--- config.mk ---
export PLATFORM = sky130hd
export DESIGN_NAME = multiplicador_secuencial_ctrl
export DESIGN_NICKNAME = d
export VERILOG_FILES = /design/src/rtl/multiplicador_secuencial_ctrl_pkg.sv /design/src/rtl/multiplicador_secuencial_dp.sv /design/src/rtl/multiplicador_secuencial_ctrl.sv
export VERILOG_INCLUDE_DIRS = /design/src /design/src/rtl
export SDC_FILE = /design/constraint.sdc
export NUM_CORES = 1
export LEC_CHECK = 0
export ABC_CLOCK_PERIOD_IN_PS = 1800
export BUFFER_PORTS_ARGS = -buffer_cell sky130_fd_sc_hd__buf_4
export CAP_MARGIN = 30
export CORE_MARGIN = 5
export CORE_UTILIZATION = 45
export CTS_BUF_LIST = sky130_fd_sc_hd__clkbuf_2 sky130_fd_sc_hd__clkbuf_4 sky130_fd_sc_hd__clkbuf_8
export DETAILED_ROUTE_END_ITERATION = 16
export GPL_TIMING_DRIVEN = 0
export HOLD_SLACK_MARGIN = 0.02
export PLACE_DENSITY = 0.71
export SLEW_MARGIN = 20
export SYNTH_ARGS = -nofsm -noshare
export SYNTH_HDL_FRONTEND = slang
export SYNTH_HIERARCHICAL = 1
export SYNTH_SLANG_ARGS = --single-unit
--- constraint.sdc ---
create_clock -name clk -period 1.8 [get_ports clk]
set_clock_uncertainty 0.1 [all_clocks]
set_input_delay 0.27 -clock clk [delete_from_list [all_inputs] [get_ports clk]]
set_output_delay 0.27 -clock clk [all_outputs]
set_load 0.005 [all_outputs]
--- src/rtl/multiplicador_defs.vh ---
// Shared state encodings and default sizing for the sequential multiplier family.
`ifndef MULTIPLICADOR_DEFS_VH
`define MULTIPLICADOR_DEFS_VH

`define ST_IDLE 2'd0
`define ST_RUN  2'd1
`define ST_DONE 2'd2

`define MULT_N_DEFAULT  4
`define MULT_CW_DEFAULT 3

`endif

--- src/rtl/multiplicador_secuencial_ctrl_pkg.sv ---
// Common types and default parameters for the shift-and-add multiplier.
package multiplicador_secuencial_ctrl_pkg;
`include "multiplicador_defs.vh"

    localparam int MULT_N  = `MULT_N_DEFAULT;
    localparam int MULT_CW = `MULT_CW_DEFAULT;

    typedef enum logic [1:0] {
        S_IDLE = `ST_IDLE,
        S_RUN  = `ST_RUN,
        S_DONE = `ST_DONE
    } state_t;

endpackage

--- src/rtl/multiplicador_secuencial_dp.sv ---
// Datapath: multiplicand register, {C,acc,Q} shift register, 1-bit multiplier cells and adder.
module multiplicador_secuencial_dp
    import multiplicador_secuencial_ctrl_pkg::*;
#(
    parameter int N = MULT_N
) (
    input  logic           clk,
    input  logic           reset,
    input  logic           load_i,
    input  logic           step_i,
    input  logic [N-1:0]   a_i,
    input  logic [N-1:0]   b_i,
    output logic [2*N-1:0] prod_cur_o,
    output logic [2*N-1:0] prod_next_o
);

    logic [N-1:0] areg_q, areg_d;
    logic [N-1:0] acc_q, acc_d;
    logic [N-1:0] q_q, q_d;
    logic         c_q, c_d;
    logic [N-1:0] pp;
    logic [N:0]   sum;

    // One 1-bit multiplier cell per multiplicand bit, all selected by Q[0].
    for (genvar gi = 0; gi < N; gi++) begin : g_cell
        assign pp[gi] = q_q[0] ? areg_q[gi] : 1'b0;
    end

    assign sum = {c_q, acc_q} + {1'b0, pp};

    always_comb begin
        areg_d = areg_q;
        acc_d  = acc_q;
        q_d    = q_q;
        c_d    = c_q;
        if (load_i) begin
            areg_d = a_i;
            acc_d  = '0;
            q_d    = b_i;
            c_d    = 1'b0;
        end else if (step_i) begin
            {c_d, acc_d, q_d} = {sum, q_q} >> 1;
        end
    end

    always_ff @(posedge clk) begin
        if (reset) begin
            areg_q <= '0;
            acc_q  <= '0;
            q_q    <= '0;
            c_q    <= 1'b0;
        end else begin
            areg_q <= areg_d;
            acc_q  <= acc_d;
            q_q    <= q_d;
            c_q    <= c_d;
        end
    end

    assign prod_cur_o  = {acc_q, q_q};
    // {acc,Q} as it will be after this cycle's add-and-shift.
    assign prod_next_o = {sum, q_q[N-1:1]};

endmodule

--- src/rtl/multiplicador_secuencial_ctrl.sv ---
// Sequential N x N multiplier controller: FSM, iteration counter, handshake and product register.
// Optional early termination on exhausted multiplier bits: define MULT_EARLY_DONE_EN.
module multiplicador_secuencial_ctrl
    import multiplicador_secuencial_ctrl_pkg::*;
#(
    parameter int N  = MULT_N,
    parameter int CW = MULT_CW
) (
    input  logic           clk,
    input  logic           reset,
    input  logic           start,
    input  logic [N-1:0]   A,
    input  logic [N-1:0]   B,
    output logic           busy,
    output logic           done,
    output logic [2*N-1:0] P
);

    state_t          state_q, state_d;
    logic [CW-1:0]   cnt_q, cnt_d;
    logic [2*N-1:0]  p_q, p_d;
    logic [2*N-1:0]  prod_cur;
    logic [2*N-1:0]  prod_next;
    logic            load;
    logic            step;
    logic            early_skip;

    multiplicador_secuencial_dp #(
        .N(N)
    ) u_dp (
        .clk        (clk),
        .reset      (reset),
        .load_i     (load),
        .step_i     (step),
        .a_i        (A),
        .b_i        (B),
        .prod_cur_o (prod_cur),
        .prod_next_o(prod_next)
    );

`ifdef MULT_EARLY_DONE_EN
    logic [N-1:0] low_mask;
    // Q[cnt-1:0] holds the multiplier bits not yet consumed.
    assign low_mask   = ~({N{1'b1}} << cnt_q);
    assign early_skip = (state_q == S_RUN) && ((prod_cur[N-1:0] & low_mask) == '0);
`else
    logic unused_prod_cur;
    assign unused_prod_cur = ^prod_cur;
    assign early_skip      = 1'b0;
`endif

    always_ff @(posedge clk) begin
        if (reset) begin
            state_q <= S_IDLE;
            cnt_q   <= '0;
            p_q     <= '0;
        end else begin
            state_q <= state_d;
            cnt_q   <= cnt_d;
            p_q     <= p_d;
        end
    end

    always_comb begin
        state_d = state_q;
        cnt_d   = cnt_q;
        p_d     = p_q;
        case (state_q)
            S_IDLE: begin
                if (start) begin
                    state_d = S_RUN;
                    cnt_d   = CW'(N);
                end
            end
            S_RUN: begin
`ifdef MULT_EARLY_DONE_EN
                // Remaining iterations would only shift: align in one step.
                if (early_skip) begin
                    p_d     = prod_cur >> cnt_q;
                    cnt_d   = '0;
                    state_d = S_DONE;
                end else
`endif
                begin
                    cnt_d = cnt_q - CW'(1);
                    if (cnt_q == CW'(1)) begin
                        p_d     = prod_next;
                        state_d = S_DONE;
                    end
                end
            end
            S_DONE:  state_d = S_IDLE;
            default: state_d = S_IDLE;
        endcase
    end

    always_comb begin
        busy = (state_q == S_RUN);
        done = (state_q == S_DONE);
        load = (state_q == S_IDLE) && start;
        step = (state_q == S_RUN) && !early_skip;
    end

    assign P = p_q;

endmodule
==> impl_metrics.tcl <==
set metrics [dict create \
    cts.sinks 25 \
    die_h_um 62.7 \
    worstMarginPinSlew_ps 532 \
    seq_power_share 0.574 \
    max_freq_ghz 0.582 \
    fp.coreArea_mm2 0.00271 \
    internal-power_w 0.000766 \
    drt_iter0_markers 49 \
    path_common_cell "nand2_1" \
    grt_pass1_vias 936 \
    clockBufferDepth 2 \
    clock-root-buffer "clkbuf_4" \
    cap_viol_max_count 0 \
    cts_tree "yes" \
    ys_types 34 \
    grt.overflow.total 0 \
    portBuffers 20 \
    dp_hpwl_mm 1.79 \
    layout_common_cells "25 x buf_4, 24 x dfxtp_1, 20 x nand2_1" \
    setup_ws_ps 82.1 \
    switchingPower_w 0.000281 \
    antenna_found_initial 0 \
    holdBufCountCts 0 \
    startpoint_type "flip-flop" \
    vias 968 \
    p_sw_frac 0.269 \
    p_clk_frac 0.244 \
    crit_path_end_kind "flip-flop" \
    drive_gt1_frac 0.294 \
    globalplace.congestion 0.777 \
    clock_latency_ps 320 \
    critPathSlowestCell "dfxtp_2" \
    min_path_type "in2reg" \
    p_total_w 0.00105 \
    yosysWarnings 6 \
    die_x_um 62.7 \
    std_cell_rows 19 \
    critical_path_class "reg2reg" \
    start_util 0.460 \
    setup_viol 0 \
    cp_data_required_time_ps 1970 \
    leakage_nw 0.655 \
    synth_edf_count 0 \
    cts_made_buffers 3 \
    combPwrFrac 0.182 \
    path_max_fanout 4 \
    layout_commonest_cell "buf_4" \
    place_area_mm2 0.00144 \
    dr.pass1.iters 4 \
    crit_chain "and2_1, ha_1, inv_2, fa_2, nor2b_1, o21ai_1, nand2_1, nand2_1, a21oi_1" \
    die-area_mm2 0.00393 \
    diodes 0 \
    fin_nets 179 \
    wire_per_inst_um 12.6 \
    grt_pass1_wl_mm 4.23 \
    synth-main-ff-cell "dfxtp_1" \
    syn_inst 135 \
    synth.avg_cell_area_um2 9.24 \
    wl_mm 2.40 \
    design_area_mm2 0.00150 \
    synthesis.area_mm2 0.00125 \
    syn_nets 153 \
    min_period_over_period 0.954 \
    dpl_worst_slack_ps 12.4 \
    yosysSeqAreaShare 0.401 \
    async_reset_ff_frac 0 \
    worst_ir_drop_vdd_mv 0.507 \
    io_pins 21 \
    via_per_inst 5.07 \
    p_per_area_mw_per_mm2 697 \
    synthTopCellsByArea "dfxtp_1 40%, mux2i_1 7.2%, ha_1 6.0%, nand2_1 6.0%, a21oi_1 4.0%" \
    fin_tns_setup_ps 0 \
    drv_slew 0 \
    drc 0 \
    final_hold_viol_count 0 \
    track_usage 0.129 \
    rsz0062_at_grt "yes" \
    ys_seq_elements 25 \
    ant_nets 0 \
    area_delta_synth_final_pct 20.4 \
    synth_top_area_frac 0.401 \
    finalCriticalPeriod_ps 1720 \
    crit_arrival_ps 1880 \
    cts.clk_slew.worst_paths_ps 140 \
    synth_area_leader_cell "dfxtp_1" \
    status "completed" \
    path_delay_family "adder cells" \
    worst-path-buf-inv 1 \
    slew_headroom 0.645 \
    grt_max_degree 15 \
    whs_ps 54.4 \
    htreeDepth 1 \
    max_stage_delay_ps 370 \
]
## synth_stat cells, types with 2 or more instances
master / n
a21oi_1: 10
and2_1: 3
buf_2: 2
buf_4: 4
buf_6: 2
clkbuf_1: 2
dfxtp_1: 25
ha_1: 6
inv_1: 7
mux2_4: 3
mux2i_1: 9
nand2_1: 20
nand3b_1: 3
nand4bb_1: 2
nor2_1: 13
nor2b_1: 2
nor3_1: 2
o21ai_0: 3
xnor2_1: 2
## sequential cells by signal (all words and copies together), names as in the netlist
| register | cells |
|---|---|
| P | 8 |
| cnt_q | 3 |
| u_dp/areg_q | 4 |
| u_dp/acc_q | 4 |
| u_dp/q_q | 4 |
| state_q | 2 |
## layout make-up
type / count / area (um^2)
Clock buffer: 3 / 22.5
Buffer: 10 / 70.1
Timing Repair Buffer: 21 / 158
Clock inverter: 1 / 5.00
Fill cell: 264 / 1210
Sequential cell: 25 / 502
Multi-Input combinational cell: 93 / 679
Inverter: 7 / 26.3
Tap cell: 31 / 38.8
## cell families (layout without fill, tap and decap cells)
group | count (synthesis) | after routing | share of synthesized area
multiplexers | 13 | 13 | 0.117
AND/OR/NAND/NOR | 50 | 50 | 0.206
AO/OA/AOI/OAI | 21 | 21 | 0.108
buffers and inverters | 17 | 42 | 0.0772
adder cells (fa/ha/maj) | 7 | 7 | 0.0762
XOR/XNOR | 2 | 2 | 0.0140
flip-flops | 25 | 25 | 0.401
## worst register-to-register path, delay by kind of cell, from the launching register on
kind                     cells  cell delay, ps
flip-flops                   1             370
AO/OA/AOI/OAI                2             190
AND/OR/NAND/NOR              4             410
adder cells (fa/ha/maj)      2             550
buffers and inverters        1              50
## power by group through the flow
| stage | Sequential [W] | Clock [W] | Combinational (W) |
|---|---|---|---|
| final | 0.000601 | 0.000255 | 0.000191 |
| after global routing | 0.000606 | 0.000295 | 0.000211 |
| after detailed placement | 0.000614 | 0 | 0.000182 |
| after CTS | 0.000602 | 0.000273 | 0.000186 |
| after global placement | 0.000611 | 0 | 0.000177 |
| after floorplan | 0.000607 | 0 | 0.000136 |
## per-layer routing
| layer | up-vias | part of all wire | global-route usage |
|---|---|---|---|
| li1 | 504 | - | - |
| met1 | 445 | 0.47 | 0.163 |
| met2 | 17 | 0.47 | 0.218 |
| met3 | 2 | 0.047 | 0.0270 |
| met4 | 0 | 0.0092 | 0.0398 |
| met5 | - | 0 | 0 |
## stage by stage
stage / utilization / cells
6_report: 0.554 / 191
5_1_grt: 0.554 / 191
4_1_cts: 0.546 / 191
3_5_place_dp: 0.530 / 186
3_3_place_gp: 0.530 / 186
2_1_floorplan: - / 135
## timing repair
action,in CTS,in global routing
pin swaps,0,1
resized for setup,2,6
cloned,0,0
buffers inserted,1,0
endpoints found under the setup margin,3,5
## worst paths after layout
| kind | start | to | slack, ps | cells past startpoint |
|---|---|---|---|---|
| hold / removal | reset | P[7]$_SDFFE_PP0P_ | 50 | 2 |
| setup / recovery | u_dp/q_q[0]$_SDFFE_PP0P_ | P[7]$_SDFFE_PP0P_ | 80 | 9 |
| hold reg to reg | P[2]$_SDFFE_PP0P_ | P[2]$_SDFFE_PP0P_ | 370 | 2 |
| setup reg to reg | u_dp/q_q[0]$_SDFFE_PP0P_ | P[7]$_SDFFE_PP0P_ | 80 | 9 |
(Power assumes the default switching activity.)
